$ cat src/rtl/master_port.sv
// master_port: serial request master driving a bit-serial slave for single-word writes and reads.
// Parameters: N data width, ADN address width (ADN > N), TIMEOUT read watchdog limit in cycles.
// Ports: clk, rst (async, active-high); start/wr/addr/wdata request; busy, rdata, rdone, wdone, err status;
//        validIn/wren/Address/DataIn serial request lines to slave; ready/validOut/DataOut from slave.
// Config: define MASTER_TIMEOUT_EN to add the RWAIT watchdog that pulses err; otherwise err is tied 0.
module master_port #(
  parameter int N = 8,
  parameter int ADN = 12,
  parameter int TIMEOUT = 64
) (
  input  logic           clk,
  input  logic           rst,
  input  logic           start,
  input  logic           wr,
  input  logic [ADN-1:0] addr,
  input  logic [N-1:0]   wdata,
  output logic           busy,
  output logic [N-1:0]   rdata,
  output logic           rdone,
  output logic           wdone,
  output logic           err,
  output logic           validIn,
  output logic           wren,
  output logic           Address,
  output logic           DataIn,
  input  logic           ready,
  input  logic           validOut,
  input  logic           DataOut
);
  localparam int CW = $clog2(ADN) + 1;
  typedef enum logic [2:0] {IDLE, REQ, ADDR, RWAIT, RCAP, WEND} state_t;
  state_t state;
  logic [CW-1:0] cnt;
  logic [ADN-1:0] a_sh;
  logic [ADN-1:0] d_sh;
  logic [N-2:0] cap;
  logic op_wr;
`ifdef MASTER_TIMEOUT_EN
  localparam int TW = $clog2(TIMEOUT) + 1;
  logic [TW-1:0] tcnt;
`else
  assign err = 1'b0;
`endif
  // Write data is zero-extended to ADN bits so it shifts out alongside the address
  // and lands MSB-first in the last N ADDR cycles.
  always_ff @(posedge clk or posedge rst) begin
    if (rst) begin
      state <= IDLE;
      cnt <= '0;
      a_sh <= '0;
      d_sh <= '0;
      cap <= '0;
      op_wr <= 1'b0;
      busy <= 1'b0;
      rdata <= '0;
      rdone <= 1'b0;
      wdone <= 1'b0;
      validIn <= 1'b0;
      wren <= 1'b0;
      Address <= 1'b0;
      DataIn <= 1'b0;
`ifdef MASTER_TIMEOUT_EN
      tcnt <= '0;
      err <= 1'b0;
`endif
    end else begin
      rdone <= 1'b0;
      wdone <= 1'b0;
`ifdef MASTER_TIMEOUT_EN
      err <= 1'b0;
`endif
      case (state)
        IDLE: if (start && ready) begin
          state <= REQ;
          busy <= 1'b1;
          validIn <= 1'b1;
          wren <= wr;
          op_wr <= wr;
          a_sh <= addr;
          d_sh <= wr ? ADN'(wdata) : '0;
          cnt <= '0;
        end
        REQ, ADDR: begin
          state <= ADDR;
          cnt <= (state == REQ) ? '0 : cnt + 1'b1;
          Address <= a_sh[ADN-1];
          DataIn <= d_sh[ADN-1];
          a_sh <= a_sh << 1;
          d_sh <= d_sh << 1;
          if (state == ADDR && cnt == CW'(ADN - 1)) begin
            state <= op_wr ? WEND : RWAIT;
            cnt <= '0;
            validIn <= 1'b0;
            wren <= 1'b0;
            Address <= 1'b0;
            DataIn <= 1'b0;
`ifdef MASTER_TIMEOUT_EN
            tcnt <= '0;
`endif
          end
        end
        // cnt doubles as a flag so ready is ignored in the first WEND cycle.
        WEND: begin
          cnt <= CW'(1);
          if (cnt != '0 && ready) begin
            state <= IDLE;
            busy <= 1'b0;
            wdone <= 1'b1;
          end
        end
        // The first validOut cycle is a preamble; its DataOut is dropped.
        RWAIT: if (validOut) begin
          state <= RCAP;
          cnt <= '0;
        end
`ifdef MASTER_TIMEOUT_EN
        else if (tcnt == TW'(TIMEOUT - 1)) begin
          state <= IDLE;
          busy <= 1'b0;
          err <= 1'b1;
        end else tcnt <= tcnt + 1'b1;
`endif
        RCAP: if (!validOut) begin
          state <= IDLE;
          busy <= 1'b0;
        end else begin
          cap <= (N-1)'({cap, DataOut});
          cnt <= cnt + 1'b1;
          if (cnt == CW'(N - 1)) begin
            rdata <= {cap, DataOut};
            rdone <= 1'b1;
            state <= IDLE;
            busy <= 1'b0;
          end
        end
        default: state <= IDLE;
      endcase
    end
  end
endmodule

$ cat config.mk
export PLATFORM = sky130hd
export DESIGN_NAME = master_port
export DESIGN_NICKNAME = d
export VERILOG_FILES = /design/src/rtl/master_port.sv
export SDC_FILE = /design/constraint.sdc
export NUM_CORES = 1
export LEC_CHECK = 0
export BUFFER_PORTS_ARGS = -buffer_cell sky130_fd_sc_hd__buf_2
export CAP_MARGIN = 20
export CORE_MARGIN = 10
export CORE_UTILIZATION = 50
export CTS_BUF_LIST = sky130_fd_sc_hd__clkbuf_4 sky130_fd_sc_hd__clkbuf_8
export CTS_CLUSTER_SIZE = 28
export DETAILED_ROUTE_END_ITERATION = 8
export GPL_TIMING_DRIVEN = 0
export HOLD_SLACK_MARGIN = 0.06
export PLACE_DENSITY = 0.72
export SLEW_MARGIN = 20
export SYNTH_ARGS = -nofsm -noshare
export SYNTH_HDL_FRONTEND = slang
export SYNTH_SLANG_ARGS = --single-unit
$ cat constraint.sdc
create_clock -name clk -period 2.5 [get_ports clk]
set_input_delay 0.125 -clock clk [delete_from_list [all_inputs] [get_ports clk]]
set_output_delay 0.125 -clock clk [all_outputs]
set_load 0.01 [all_outputs]
==> flow_summary.yaml <==
clocking:
  cts_tree: "built"
  clock_sinks: 55
  clkSlewWorstSetupHoldPaths_ns: 0.10
  htree_levels: 2
  root_buffer: "clkbuf_8"
  clock_latency_ns: 0.32
  cts_buffers: 5
  cts_buffer_depth: 2
synthesis:
  synth-edff-count: 0
  syn-num-nets: 277
  yosysTopAreaCell: "dfrtp_1"
  synth_top_area_share_pct: 52.2
  ys_top_cells_by_area: "dfrtp_1 52%, o21ai_0 5.1%, mux2_4 4.6%, nand2_1 4.3%, a32oi_1 3.3%"
  netlist_area_mm2: 0.00264
  synth_common_cells: "55 x dfrtp_1, 30 x nand2_1, 27 x o21ai_0"
  synthFlopType: "dfrtp_1"
  synth-seq-cells: 55
  ys_seq_area_share_pct: 52.2
  synth_cells: 248
  synth.most_common_cell: "dfrtp_1"
  synth_warnings: 0
  avgSynthCellArea_um2: 10.6
  async_flop_share_pct: 100
  synth_cell_types: 46
run_status:
  status: "completed"
die:
  core_mm2: 0.00511
  core.rowCount: 26
  fp.dieH_um: 92.6
  pin_count: 43
  die_x_um: 92.6
  start_util_pct: 51.7
  die_area_mm2: 0.00858
detailed_routing:
  vias_per_cell: 5.48
  met1_length_um: 2520
  antenna_left: 0
  wl_met3_um: 388
  top_layer: "met4"
  drt_wl_total_um: 5580
  dr_wl_met2_um: 2620
  wl_per_cell_um: 15.1
  drc: 0
  drt_iter0_drc: 128
  vias: 2022
  first_pass_iters: 4
flow_run:
  maxCapViolations: 0
worst_setup_path:
  cp_max_fo: 10
  max_stage_delay_ns: 0.58
  start_kind: "flop"
  cp_cell_sequence: "buf_6 -> or2_1 -> buf_2 -> nor3_1 -> a22o_1"
  crit_arrival_ns: 2.09
  slowest_stage: "nor3_1"
  end_kind: "flop"
  path_class: "flop to flop"
  critical_path_required_ns: 2.76
final_layout:
  fin_nets: 327
  antennaDiodeCount: 0
  layout-drive-gt1-share_pct: 26.8
  syn2layout_area_growth_pct: 16.5
  stdcell_count: 369
global_route:
  grt_first_pass_wirelength_um: 9550
  grt_usage_pct: 13.6
  grt_overflow: 0
  grt_max_degree: 56
  antenna_found_initial: 0
  grt_pass1_vias: 2013
power_and_ir_drop:
  seqPwrFrac_pct: 39.1
  clkPwrFrac_pct: 17.6
  vdd_drop_max_mv: 0.689
  p_sw_mw: 1.36
  p_sw_share_pct: 39.4
  leakagePower_nw: 1.54
  p_comb_share_pct: 43.2
  p_int_mw: 2.09
  power_density_mw_per_mm2: 1120
sta:
  slew_viol_final: 0
  rsz0062_at_grt: "false"
  period_needed_ns: 1.83
  worstMarginPinSlew_ns: 0.726
  tns_ns: 0
  period_share_pct: 73.1
  hold_violations: 0
  max_freq_ghz: 0.547
  setup_viol: 0
  skew_ns: 0.00674
  max_slew_margin_pct: 51.2
worst_hold_path:
  min-delay-path-class: "input port to flop"
placement:
  finalWeightedCongestion: 0.878
  port-buffer-count: 40
  dp.cells: 358
  dp_hpwl_um: 4040
==> layer usage <==
layer,global-route usage [%],vias to the layer above
met3,5.00,4
met2,22.2,61
li1,-,1001
met4,3.47,0
met1,16.6,956
met5,0,-
==> kinds of logic (layout without fill, tap and decap cells) <==
logic type               count (synthesis)  count (layout)  share of synthesized area, %
adder cells (fa/ha/maj)                  2               2                         0.948
buffers and inverters                   28              79                          5.31
AND/OR/NAND/NOR                         61              61                          11.9
multiplexers                            16              16                          7.92
AO/OA/AOI/OAI                           85              85                          21.6
other                                    1               1                         0.142
flip-flops                              55              55                          52.2
==> path summary, 6_finish.rpt <==
| path | from | end | slack, ns | depth (start not counted) |
|---|---|---|---|---|
| worst min register to register | validIn | validIn | 0.48 | 1 |
| max in group asynchronous | rst | a_sh[11] | 1.63 | 3 |
| worst min-delay path | wdata[0] | d_sh[0] | 0.07 | 3 |
| worst max-delay path | state[0] | wren | 0.67 | 5 |
| min in group asynchronous | rst | rdata[0] | 0.44 | 3 |
| worst max register to register | state[0] | wren | 0.67 | 5 |
==> per-stage QoR <==
stage | hold WS (ns) | power [mW] | area, µm² | worst slack, ns | util (%)
4_1_cts | 0.0629 | 3.48 | 3080 | 0.668 | 60.2
3_3_place_gp | 0.355 | 2.84 | 2930 | 0.335 | 57.3
5_1_grt | 0.0701 | 3.75 | 3080 | 0.505 | 60.2
6_report | 0.0680 | 3.45 | 3080 | 0.672 | 60.2
2_1_floorplan | 0.247 | 2.47 | 2640 | 0.863 | -
3_5_place_dp | 0.274 | 2.87 | 2930 | 0.683 | 57.3
==> flip-flops by register name, summed over array words and instances (netlist names) <==
| signal | flops |
|---|---|
| Address | 1 |
| DataIn | 1 |
| a_sh | 12 |
| busy | 1 |
| cap | 7 |
| cnt | 5 |
| d_sh | 12 |
| op_wr | 1 |
| rdata | 8 |
| rdone | 1 |
| state | 3 |
| validIn | 1 |
| wdone | 1 |
| wren | 1 |
==> power groups by stage <==
stage,Clock [mW],Sequential [mW],Combinational [mW]
finish,0.607,1.35,1.49
global route,0.659,1.39,1.70
CTS,0.621,1.35,1.51
detailed placement,0,1.37,1.50
global placement,0,1.36,1.48
floorplan,0,1.35,1.13
==> cell type report <==
| class | instances | area (µm²) |
|---|---|---|
| inverters | 9 | 36.3 |
| clock buffers | 5 | 68.8 |
| plain buffers | 19 | 106 |
| multi-input cells | 165 | 1120 |
| repair buffers | 43 | 230 |
| well taps | 70 | 87.6 |
| fillers | 450 | 2030 |
| flip-flops and latches | 55 | 1380 |
| clock inverters | 3 | 47.5 |
==> critical path, delay by kind of cell (launching register included) <==
family	cells	cell delay (ns)
flops	1	0.38
compound gates	1	0.25
simple gates	2	0.81
buf+inv	2	0.33
==> timing repair <==
item / CTS / global route
endpoints found under the setup margin: 0 / 0
resized for setup: 0 / 0
hold endpoints to repair: 58 / 0
hold buffers: 3 / 0
buffers inserted: 0 / 0
==> layout by cell type, fill, tap and decap left out, types with 2 or more instances in the layout <==
cell type / instances
a211o_1: 2
a21o_1: 6
a21oi_1: 10
a221oi_1: 2
a22o_1: 7
a22oi_1: 11
a32oi_1: 10
and3_1: 3
buf_2: 50
buf_4: 2
buf_6: 2
clkbuf_1: 4
clkbuf_8: 5
dfrtp_1: 55
dlygate4sd3_1: 3
ha_1: 2
inv_1: 8
mux2_2: 7
mux2_4: 8
nand2_1: 30
nand2b_1: 3
nand3_1: 4
nand4bb_1: 2
nor2_1: 3
nor2b_1: 4
nor3_1: 3
o21ai_0: 27
o21ai_1: 2
Note: power is estimated with default switching activity, not from simulation.
